===== src/rtl/universal_shift_reg_if.sv =====
// Bus bundle for the universal shift register: control, serial/parallel data in,
// and the registered contents with their serial and counter decodes out.
interface universal_shift_reg_if #(
  parameter int WIDTH = 8
);
  localparam int CW = $clog2(WIDTH + 1);

  logic             en;
  logic [1:0]       mode;
  logic             sin_msb;
  logic             sin_lsb;
  logic [WIDTH-1:0] pin;
  logic [WIDTH-1:0] q;
  logic             sout_r;
  logic             sout_l;
  logic [CW-1:0]    cnt;
  logic             full;

  modport master (
    output en, mode, sin_msb, sin_lsb, pin,
    input  q, sout_r, sout_l, cnt, full
  );

  modport slave (
    input  en, mode, sin_msb, sin_lsb, pin,
    output q, sout_r, sout_l, cnt, full
  );
endinterface


===== src/rtl/universal_shift_reg.sv =====
// Universal shift register: hold, bidirectional serial shift, parallel load, with a
// saturating shift counter that flags a complete word shifted since the last load.
module universal_shift_reg #(
  parameter int               WIDTH     = 8,
  parameter logic [WIDTH-1:0] RESET_VAL = {WIDTH{1'b0}}
) (
  input logic                  clk,
  input logic                  rst_n,
  universal_shift_reg_if.slave bus
);
  localparam int            CW      = $clog2(WIDTH + 1);
  localparam logic [CW-1:0] CNT_MAX = CW'(WIDTH);

  typedef enum logic [1:0] {
    MODE_HOLD  = 2'b00,
    MODE_RIGHT = 2'b01,
    MODE_LEFT  = 2'b10,
    MODE_LOAD  = 2'b11
  } modeE;

  logic [WIDTH-1:0] qReg;
  logic [CW-1:0]    cntReg;
  logic             cntSat;

  assign cntSat = (cntReg == CNT_MAX);

  // Reset wins over enable, which wins over mode; holding never samples the data inputs.
  always_ff @(posedge clk) begin
    if (!rst_n) begin
      qReg   <= RESET_VAL;
      cntReg <= '0;
    end else if (bus.en) begin
      case (modeE'(bus.mode))
        MODE_HOLD: begin
          qReg   <= qReg;
          cntReg <= cntReg;
        end
        MODE_RIGHT: begin
          qReg   <= {bus.sin_msb, qReg[WIDTH-1:1]};
          cntReg <= cntSat ? cntReg : cntReg + 1'b1;
        end
        MODE_LEFT: begin
          qReg   <= {qReg[WIDTH-2:0], bus.sin_lsb};
          cntReg <= cntSat ? cntReg : cntReg + 1'b1;
        end
        MODE_LOAD: begin
          qReg   <= bus.pin;
          cntReg <= '0;
        end
      endcase
    end
  end

  // All outputs are decodes of registered state only.
  assign bus.q      = qReg;
  assign bus.cnt    = cntReg;
  assign bus.full   = cntSat;
  assign bus.sout_r = qReg[0];
  assign bus.sout_l = qReg[WIDTH-1];
endmodule


===== src/flat_wrapper.sv =====
// flat-port wrapper written by rule: the top's interface ports become plain ports
module universal_shift_reg_flat 
#(
  parameter int               WIDTH     = 8,
  parameter logic [WIDTH-1:0] RESET_VAL = {WIDTH{1'b0}}
)
  (clk, rst_n, bus_en, bus_mode, bus_sin_msb, bus_sin_lsb, bus_pin, bus_q, bus_sout_r, bus_sout_l, bus_cnt, bus_full);
  universal_shift_reg_if #(.WIDTH(WIDTH)) bus_i ();
  input logic clk;
  input logic rst_n;
  input wire logic [$bits(bus_i.en)-1:0] bus_en;
  input wire logic [$bits(bus_i.mode)-1:0] bus_mode;
  input wire logic [$bits(bus_i.sin_msb)-1:0] bus_sin_msb;
  input wire logic [$bits(bus_i.sin_lsb)-1:0] bus_sin_lsb;
  input wire logic [$bits(bus_i.pin)-1:0] bus_pin;
  output wire logic [$bits(bus_i.q)-1:0] bus_q;
  output wire logic [$bits(bus_i.sout_r)-1:0] bus_sout_r;
  output wire logic [$bits(bus_i.sout_l)-1:0] bus_sout_l;
  output wire logic [$bits(bus_i.cnt)-1:0] bus_cnt;
  output wire logic [$bits(bus_i.full)-1:0] bus_full;
  assign bus_i.en = bus_en;
  assign bus_i.mode = bus_mode;
  assign bus_i.sin_msb = bus_sin_msb;
  assign bus_i.sin_lsb = bus_sin_lsb;
  assign bus_i.pin = bus_pin;
  assign bus_q = bus_i.q;
  assign bus_sout_r = bus_i.sout_r;
  assign bus_sout_l = bus_i.sout_l;
  assign bus_cnt = bus_i.cnt;
  assign bus_full = bus_i.full;
  universal_shift_reg #(.WIDTH(WIDTH), .RESET_VAL(RESET_VAL)) u_core (.clk(clk), .rst_n(rst_n), .bus(bus_i));
endmodule

===== config.mk =====
export PLATFORM = sky130hd
export DESIGN_NAME = universal_shift_reg_flat
export DESIGN_NICKNAME = d
export VERILOG_FILES = /design/src/rtl/universal_shift_reg_if.sv /design/src/rtl/universal_shift_reg.sv /design/src/flat_wrapper.sv
export SDC_FILE = /design/constraint.sdc
export NUM_CORES = 1
export LEC_CHECK = 0
export ABC_AREA = 1
export CORE_UTILIZATION = 43
export CTS_BUF_LIST = sky130_fd_sc_hd__clkbuf_2 sky130_fd_sc_hd__clkbuf_4 sky130_fd_sc_hd__clkbuf_8
export DETAILED_ROUTE_END_ITERATION = 8
export PLACE_DENSITY = 0.88
export SETUP_SLACK_MARGIN = 0.3
export SLEW_MARGIN = 15
export SYNTH_ARGS = -nofsm -noshare
export SYNTH_HDL_FRONTEND = slang
export SYNTH_SLANG_ARGS = --single-unit
export TNS_END_PERCENT = 5

===== constraint.sdc =====
create_clock -name clk -period 1.6 [get_ports clk]
set_clock_uncertainty 0.05 [all_clocks]
set_input_delay 0.16 -clock clk [delete_from_list [all_inputs] [get_ports clk]]
set_output_delay 0.16 -clock clk [all_outputs]
set_load 0.02 [all_outputs]

==> results of run 1 <==
-- placed cells by master, fill, tap and decap left out, types with 2 or more instances in the layout --
cell type        instances
clkbuf_4                 3
a41oi_1                  8
inv_2                    3
clkdlybuf4s50_1         26
o21ai_1                  2
nand4_1                  2
nor2_1                   4
nor2_4                   2
dfxtp_1                 11
o21ai_0                  8
ha_1                     5
buf_4                    6
nand2_1                 31
a21oi_1                  5
inv_1                    7
-- layer usage --
layer  GRT usage [%]  share of wire (%)  up-vias
li1                -                  -      387
met1            25.6                 47      358
met2            35.4                 47       21
met3            5.60                4.3        4
met4            10.0                1.8        0
met5               0                  0        -
-- registers in the layout, summed over array words and instances (netlist names) --
name            flops
u_core.bus.cnt      4
u_core.bus.q        8
-- power breakdown --
part	total [mW]	leakage [nW]	switching [mW]	internal, mW
combinational	0.204	0.317	0.0989	0.105
clock	0.183	0.0138	0.0958	0.0870
sequential	0.338	0.0990	0.0197	0.318
-- stage by stage --
stage / hold WS, ps / utilization [%] / instance area (µm²)
2_1_floorplan: 252 / - / 706
6_report: 441 / 68.1 / 1040
3_3_place_gp: 462 / 66.9 / 1020
5_1_grt: 454 / 68.1 / 1040
4_1_cts: 437 / 68.3 / 1040
3_5_place_dp: 464 / 66.9 / 1020
-- cells by family (layout without fill, tap and decap cells) --
| kind of cell | count (synthesis) | in the layout | synth area share [%] |
|---|---|---|---|
| and+or+nand+nor | 41 | 41 | 25.2 |
| AOI/OAI and AO/OA | 23 | 23 | 20.6 |
| buffers and inverters | 16 | 48 | 11.2 |
| DFF | 12 | 12 | 34.1 |
| adders and majority gates | 5 | 5 | 8.88 |
-- worst paths after layout --
path                            cells after the start                      startpoint                              to  slack [ps]
worst max-delay path                                1  u_core.bus.cnt[3]$_SDFFE_PN0P_                      bus_cnt[3]         100
worst min-delay path                                3                      bus_pin[2]    u_core.bus.q[2]$_SDFFE_PN0P_         440
worst max register to register                      6  u_core.bus.cnt[0]$_SDFFE_PN0P_  u_core.bus.cnt[2]$_SDFFE_PN0P_         350
worst min register to register                      2  u_core.bus.cnt[3]$_SDFFE_PN0P_  u_core.bus.cnt[3]$_SDFFE_PN0P_         480
-- cell type report --
class,instances,area [µm²]
Clock buffer,3,22.5
Fill cell,117,485
Inverter,10,37.5
Multi-Input combinational cell,69,385
Sequential cell,12,241
Tap cell,16,20.0
Timing Repair Buffer,35,332
-- worst reg2reg max path, delay by kind of cell (launching register included) --
| kind | cells | cell delay, ps |
|---|---|---|
| simple gates | 2 | 230 |
| compound gates | 2 | 210 |
| flops | 1 | 370 |
| fa+ha+maj | 1 | 210 |
| buf+inv | 1 | 70 |
==> reports/metrics.cfg, run 1 <==
[status]
status = finished clean

[worst_setup_path]
crit_type = reg -> out
cp_num_buf_inv = 1
end_kind = output pin
required_ps = 1390
critPathSlowestCell = clkdlybuf4s50_1
critPathMaxStageDelay_ps = 630
crit_family = buffers and inverters
path_cells = clkdlybuf4s50_1
critPathMaxFanout = 5
arrival_ps = 1290
cp-start-kind = register

[grt]
grt_max_degree = 12
first_global_vias = 733
grtUsageTotal_pct = 21.4
grt_first_pass_wirelength_mm = 2.90
grt_antenna_before_repair = 0
overflow = 0

[drt]
route.detailed.drc = 0
viasPerCell = 5.31
first_pass_iters = 4
wl_per_cell_um = 12.2
drt_iter0_drc = 11
via_count = 770
drt-total-wl_mm = 1.77
ant_nets = 0

[clock_network]
hold_buffers = 0
cts_setup_buffers = 0
tritoncts = built
clk_pin_slew_ps = 70
insertion_delay_ps = 270
cts_made_buffers = 3
clkSinkCount = 12
cts.repair.resized = 3
cts.path.max_buffers = 2
cts_root_buffer = clkbuf_4
htreeDepth = 1

[sta]
min_period_ps = 1500
tightest_slew_ps = 365
rsz0062_at_grt = true
setup-tns-final_ps = 0
max_freq_mhz = 666
slew_headroom_pct = 75.6
period_share_pct = 93.8
slew_violations = 0
hold_viol_final = 0
setup_viol = 0
worst_slack_ps = 99.6

[placement]
dp_hpwl_mm = 1.33
post-place-ws_ps = -58.5
dp.cells = 142
gp_congestion = 0.872
port_buffers = 29

[synth]
synth_edf_count = 0
synth_top_area_cell = dfxtp_1
synth_nets = 117
async_flop_share_pct = 0
ys_top_cells_by_area = dfxtp_1, nand2_1, a41oi_1
synth_top_area_share_pct = 34.1
synthDistinctLibCells = 17
yosysWarnings = 0
synth.most_common_cell = nand2_1
synthesis.area_um2 = 704
avgSynthCellArea_um2 = 7.26
ys_seq_elements = 12
synthCells = 97
synth_common_cells = nand2_1, dfxtp_1, a41oi_1, o21ai_0, inv_1
synth_ff_type = dfxtp_1
seq_area_frac_synth_pct = 34.1

[die]
die_area_mm2 = 0.00180
rows = 14
die_h_um = 42.5
ioPinCount = 30
start_util_pct = 46.2
coreArea_mm2 = 0.00152
die_width_um = 42.5

[finish]
area_growth_pct = 47.4
n_antenna_cell = 0
nets = 151
layout-drive-gt1-share_pct = 13.2
final_cells = 145

[power_and_ir_drop]
power_density_mw_per_mm2 = 698
power.total_mw = 0.725
p_leak_nw = 0.430
vdd_ir_drop_max_mv = 0.438

[run]
maxCapViolCount = 0

[worst_hold_path]
holdCritPathClass = in -> reg

(Power assumes the default switching activity.)
==> inputs of run 2 (changes only) <==
--- a/config.mk
+++ b/config.mk
@@ -10,6 +10,7 @@
 export CTS_BUF_LIST = sky130_fd_sc_hd__clkbuf_2 sky130_fd_sc_hd__clkbuf_4 sky130_fd_sc_hd__clkbuf_8
 export DETAILED_ROUTE_END_ITERATION = 8
 export PLACE_DENSITY = 0.88
+export RECOVER_POWER = 50
 export SETUP_SLACK_MARGIN = 0.3
 export SLEW_MARGIN = 15
 export SYNTH_ARGS = -nofsm -noshare
==> run 2 against run 1 <==
  * Worst hold slack about the same
  * Non-clock buffer count unchanged
  * Global-route usage unchanged
  * First-iteration DRC count increased by 9.1%
  * Wire length shrank 0.68%
  * Combinational power fell by 2%
  * Sequential share of layout area rose by 0.34 points
  * Clock power about the same
  * Die area stayed put
  * Critical endpoint unchanged
==> reports/metrics.cfg, run 2 (same netlist as run 1, synthesis figures left out) <==
[clock_network]
cts_setup_buffers = 0
cts.repair.resized = 3
clkSinkCount = 12
htreeDepth = 1
clk_pin_slew_ps = 70
insertion_delay_ps = 270
cts_root_buffer = clkbuf_4
cts_made_buffers = 3
tritoncts = built
hold_buffers = 0
cts.path.max_buffers = 2

[worst_setup_path]
critPathMaxStageDelay_ps = 630
required_ps = 1390
crit_type = reg -> out
ff2ff_path_depth = 7
critPathMaxFanout = 5
end_kind = output pin
path_cells = clkdlybuf4s50_1
cp-start-kind = register
rr_startpoint = u_core.bus.cnt[0]$_SDFFE_PN0P_
crit_family = buffers and inverters
arrival_ps = 1290
reg2reg_setup_slack_ps = 310
r2r-end = u_core.bus.cnt[0]$_SDFFE_PN0P_
critPathSlowestCell = clkdlybuf4s50_1
cp_num_buf_inv = 1

[grt]
grt_max_degree = 12
grt_antenna_before_repair = 0
first_global_vias = 733
grtUsageTotal_pct = 21.4
overflow = 0
grt_first_pass_wirelength_mm = 2.90

[power_and_ir_drop]
power_density_mw_per_mm2 = 704
p_leak_nw = 0.406
vdd_ir_drop_max_mv = 0.438

[die]
die_h_um = 42.5
start_util_pct = 46.2
coreArea_mm2 = 0.00152
ioPinCount = 30
die_area_mm2 = 0.00180
die_width_um = 42.5
rows = 14

[finish]
fill_cells = 120
area_growth_pct = 45.3
n_antenna_cell = 0
final_cell_mix = nand2_1, clkdlybuf4s50_1, dfxtp_1, o21ai_0, a41oi_1
largest_register_ffs = 8
layout-drive-gt1-share_pct = 11.6
final_common_cell = nand2_1
nets = 151
final_cell_area_mm2 = 0.00102
final_cells = 145

[placement]
gp_congestion = 0.872
placed_area_mm2 = 0.00102
dp_hpwl_mm = 1.33
port_buffers = 29
dp.cells = 142

[drt]
drt_iter0_drc = 12
ant_nets = 0
first_pass_iters = 4
drt-total-wl_mm = 1.75
route.detailed.drc = 0
viasPerCell = 5.32
via_count = 771
wl_per_cell_um = 12.1

[sta]
slew_headroom_pct = 75.7
max_freq_mhz = 667
hold_viol_final = 0
setup_viol = 0
period_share_pct = 93.8
slew_violations = 0
min_period_ps = 1500
tightest_slew_ps = 363
holdWs_ps = 441
rsz0062_at_grt = true

[worst_hold_path]
min-delay-start = bus_pin[2]
min_delay_path_depth = 3
hold-path-endpoint = u_core.bus.q[2]$_SDFFE_PN0P_
holdCritPathClass = in -> reg

[run]
maxCapViolCount = 0

[status]
status = finished clean

## run 2: changes by cell type in the layout (fill, tap and decap cells not counted)
cell,before,now
o21ai_1,2,1
buf_4,6,5
nand2_1,31,32
nand2_2,1,0
clkbuf_1,0,2
o21ai_0,8,9
dlymetal6s2s_1,1,0
## run 2: how the worst max path moves through the flow
stage                     depth (start not counted)                           start  slack [ps]                              to
final                                             1  u_core.bus.cnt[3]$_SDFFE_PN0P_         100                      bus_cnt[3]
after detailed placement                          7                     bus_mode[1]         -60    u_core.bus.q[0]$_SDFFE_PN0P_
after CTS                                         2  u_core.bus.cnt[1]$_SDFFE_PN0P_          60                      bus_cnt[1]
after global placement                            7                     bus_mode[0]         -10    u_core.bus.q[3]$_SDFFE_PN0P_
after floorplan                                   6  u_core.bus.cnt[1]$_SDFFE_PN0P_         320  u_core.bus.cnt[2]$_SDFFE_PN0P_
after global routing                              7                     bus_mode[1]          60    u_core.bus.q[0]$_SDFFE_PN0P_
## run 2: where the power goes
| part | total, mW | internal (mW) | switching [mW] |
|---|---|---|---|
| Combinational | 0.200 | 0.102 | 0.0982 |
| Clock | 0.183 | 0.0870 | 0.0956 |
| Sequential | 0.338 | 0.318 | 0.0196 |
| Total | 0.721 | 0.507 | 0.213 |
## run 2: layout make-up
| class | count | area (µm²) | area share (%) |
|---|---|---|---|
| multi-input combinational | 69 | 383 | 37.4 |
| timing repair buffer | 35 | 319 | 31.2 |
| sequential | 12 | 241 | 23.6 |
| inverter | 10 | 37.5 | 3.67 |
| clock buffer | 3 | 22.5 | 2.20 |
| tap | 16 | 20.0 | 1.96 |
## run 2: worst register-to-register path, stage by stage (launching register included)
cell and delay [ps]:
dfxtp_2 350, inv_1 70, ha_1 170, nand4_1 120, nand2_1 170, inv_2 60
o21ai_0 140, nor2_1 50
## run 2: per-stage QoR
step / worst slack (ps) / setup TNS, ps / power (mW) / utilization, %
floorplan: 321 / 0 / 0.448 / -
CTS: 64.2 / 0 / 0.728 / 68.3
global route: 56.9 / 0 / 0.749 / 67.2
detailed placement: -58.5 / -402 / 0.547 / 66.9
global placement: -10.7 / -18.1 / 0.542 / 66.9
finish: 99.8 / 0 / 0.721 / 67.2
## run 2: per-layer routing
layer | track usage [%] | vias to the layer above | part of all wire [%]
met5 | 0 | - | 0
met4 | 10.0 | 0 | 1.8
met3 | 5.60 | 4 | 4.3
met2 | 35.4 | 21 | 47
met1 | 25.6 | 357 | 47
li1 | - | 389 | -
==> RTL edit, RTL diff (flow settings as in run 1) <==
Reset style: asynchronous (`rst_n`), changed in one clocked block.
--- a/src/rtl/universal_shift_reg.sv
+++ b/src/rtl/universal_shift_reg.sv
@@ -27,3 +27,3 @@
   // Reset wins over enable, which wins over mode; holding never samples the data inputs.
-  always_ff @(posedge clk) begin
+  always_ff @(posedge clk or negedge rst_n) begin
     if (!rst_n) begin
Formal check against the unedited RTL: differs if rst_n is asserted again (counterexample within 4 cycles, from zero or initial values and one cycle with rst_n low); with rst_n held inactive, the same outputs for 10 cycles.
==> RTL edit against run 1 <==
Worst setup slack worse by 0.0067 ns; first-iteration DRC count unchanged; critical endpoint is now bus_q[0]; critical path depth unchanged; area after synthesis up 19%; cell area up 17%; count of clock-buffer cells in the layout up 1; sequential cell count unchanged; critical path type unchanged; wire length up 15%; largest cell class unchanged; fmax down 0.45%.
Power is not compared: it rests on default switching activity, and its combinational part moved more than twofold at a synthesized area within 25%.
==> RTL edit: results (changes against run 1) <==
| Metric | Value |
|---|---|
| Vias in the first global route | 797 (+8.7%) |
| Place WS | -0.0401 ns (+0.0184 ns) |
| Cell Area, Placed | 1180 µm² (+16%) |
| Status | complete, no violations |
| HPWL Detailed | 1610 µm (+22%) |
| GR Util met2 | 0.411 (+0.0574) |
| H-tree levels | 1 (unchanged) |
| Tightest Pin Transition | 0.555 ns (+0.190 ns) |
| Synth async-reset ratio | 1.00 (+1.00) |
| Cells after synthesis | 107 (+10%) |
| DR pass1 iterations | 4 (unchanged) |
| Top post-synthesis cells by count | nand2_1 (48), dfrtp_1 (12), nand3_1 (9) |
| Leading post-synthesis cells by cell area | dfrtp_1 (36%), nand2_1 (21%), ha_1 (7.4%) |
| Synth Net Count | 127 (+8.5%) |
| Met1 Use GR | 0.232 (-0.0237) |
| Largest net degree at the start of global routing | 13 (+1) |
| Total GRT Usage | 0.222 (+0.00819) |
| Layout Cells excl Fill | 166 (+14%) |
| Met3 Use GR | 0.0510 (-0.00505) |
| Crit-path max FO | 4 (-1) |
| Hold crit path type | in2async |
| Share of cells above drive strength 1 | 0.163 (+0.0313) |
| NumNets Final | 162 (+7.3%) |
| Vias per Instance | 5.04 (-5.1%) |
| Area occupied by registers | 300 µm² (+24%) |
| Placer Congestion | 0.926 (+6.2%) |
| Synth cell types | 18 (+1) |
| # fillers | 155 (+32%) |
| Sequential area share after synthesis | 0.357 (+0.0161) |
| Routed len/inst | 12.3 µm (+0.86%) |
| Global-route wire length before repair | 3280 µm (+13%) |
[RTL edit: cell count changes after synthesis, moves of 3 or more]
cell	change
nand2_1	+17
a41oi_1	-8
dfxtp_1	-12
nand3_1	+8
dfrtp_1	+12
nor2_1	-3
o21ai_2	+4
a21oi_1	-5
[RTL edit: layer usage]
metal	vias up	share of wire
li1	407	-
met1	391	0.38
met2	35	0.53
met3	4	0.071
met4	0	0.017
met5	-	0
[RTL edit: worst paths after layout]
path                                          startpoint                             to  slack [ns]  depth (start not counted)
max                          u_core.bus.q[0]$_DFFE_PN0P_                       bus_q[0]        0.09                          1
max in group asynchronous                          rst_n    u_core.bus.q[6]$_DFFE_PN0P_        0.94                          1
min reg2reg                  u_core.bus.q[5]$_DFFE_PN0P_    u_core.bus.q[5]$_DFFE_PN0P_        0.52                          2
max reg2reg                u_core.bus.cnt[0]$_DFFE_PN0P_  u_core.bus.cnt[2]$_DFFE_PN0P_        0.44                          4
min                                                rst_n    u_core.bus.q[1]$_DFFE_PN0P_        0.19                          1
min in group clk                              bus_pin[4]    u_core.bus.q[4]$_DFFE_PN0P_        0.50                          5
[RTL edit: final cells by class]
type / instances / share of cell area
multi-input combinational: 82 / 0.392
timing repair buffer: 35 / 0.280
sequential: 12 / 0.247
clock buffer: 4 / 0.0299
tap: 25 / 0.0257
inverter: 8 / 0.0247
[RTL edit: power by group]
group	internal (mW)	switching, mW
logic	0.298	0.348
clock network	0.138	0.102
registers	0.376	0.0850
total	0.812	0.535
[RTL edit: repair_timing]
action,CTS,global route
hold buffers,0,0
gates cloned,0,0
endpoints found under the setup margin,24,27
gates resized for setup,9,1
setup buffers,0,0
[RTL edit: cells by family after synthesis]
| family | synth area share |
|---|---|
| fa+ha+maj | 0.0744 |
| xor+xnor | 0.0104 |
| buf+inv | 0.0818 |
| flops | 0.357 |
| compound gates | 0.0893 |
| simple gates | 0.387 |
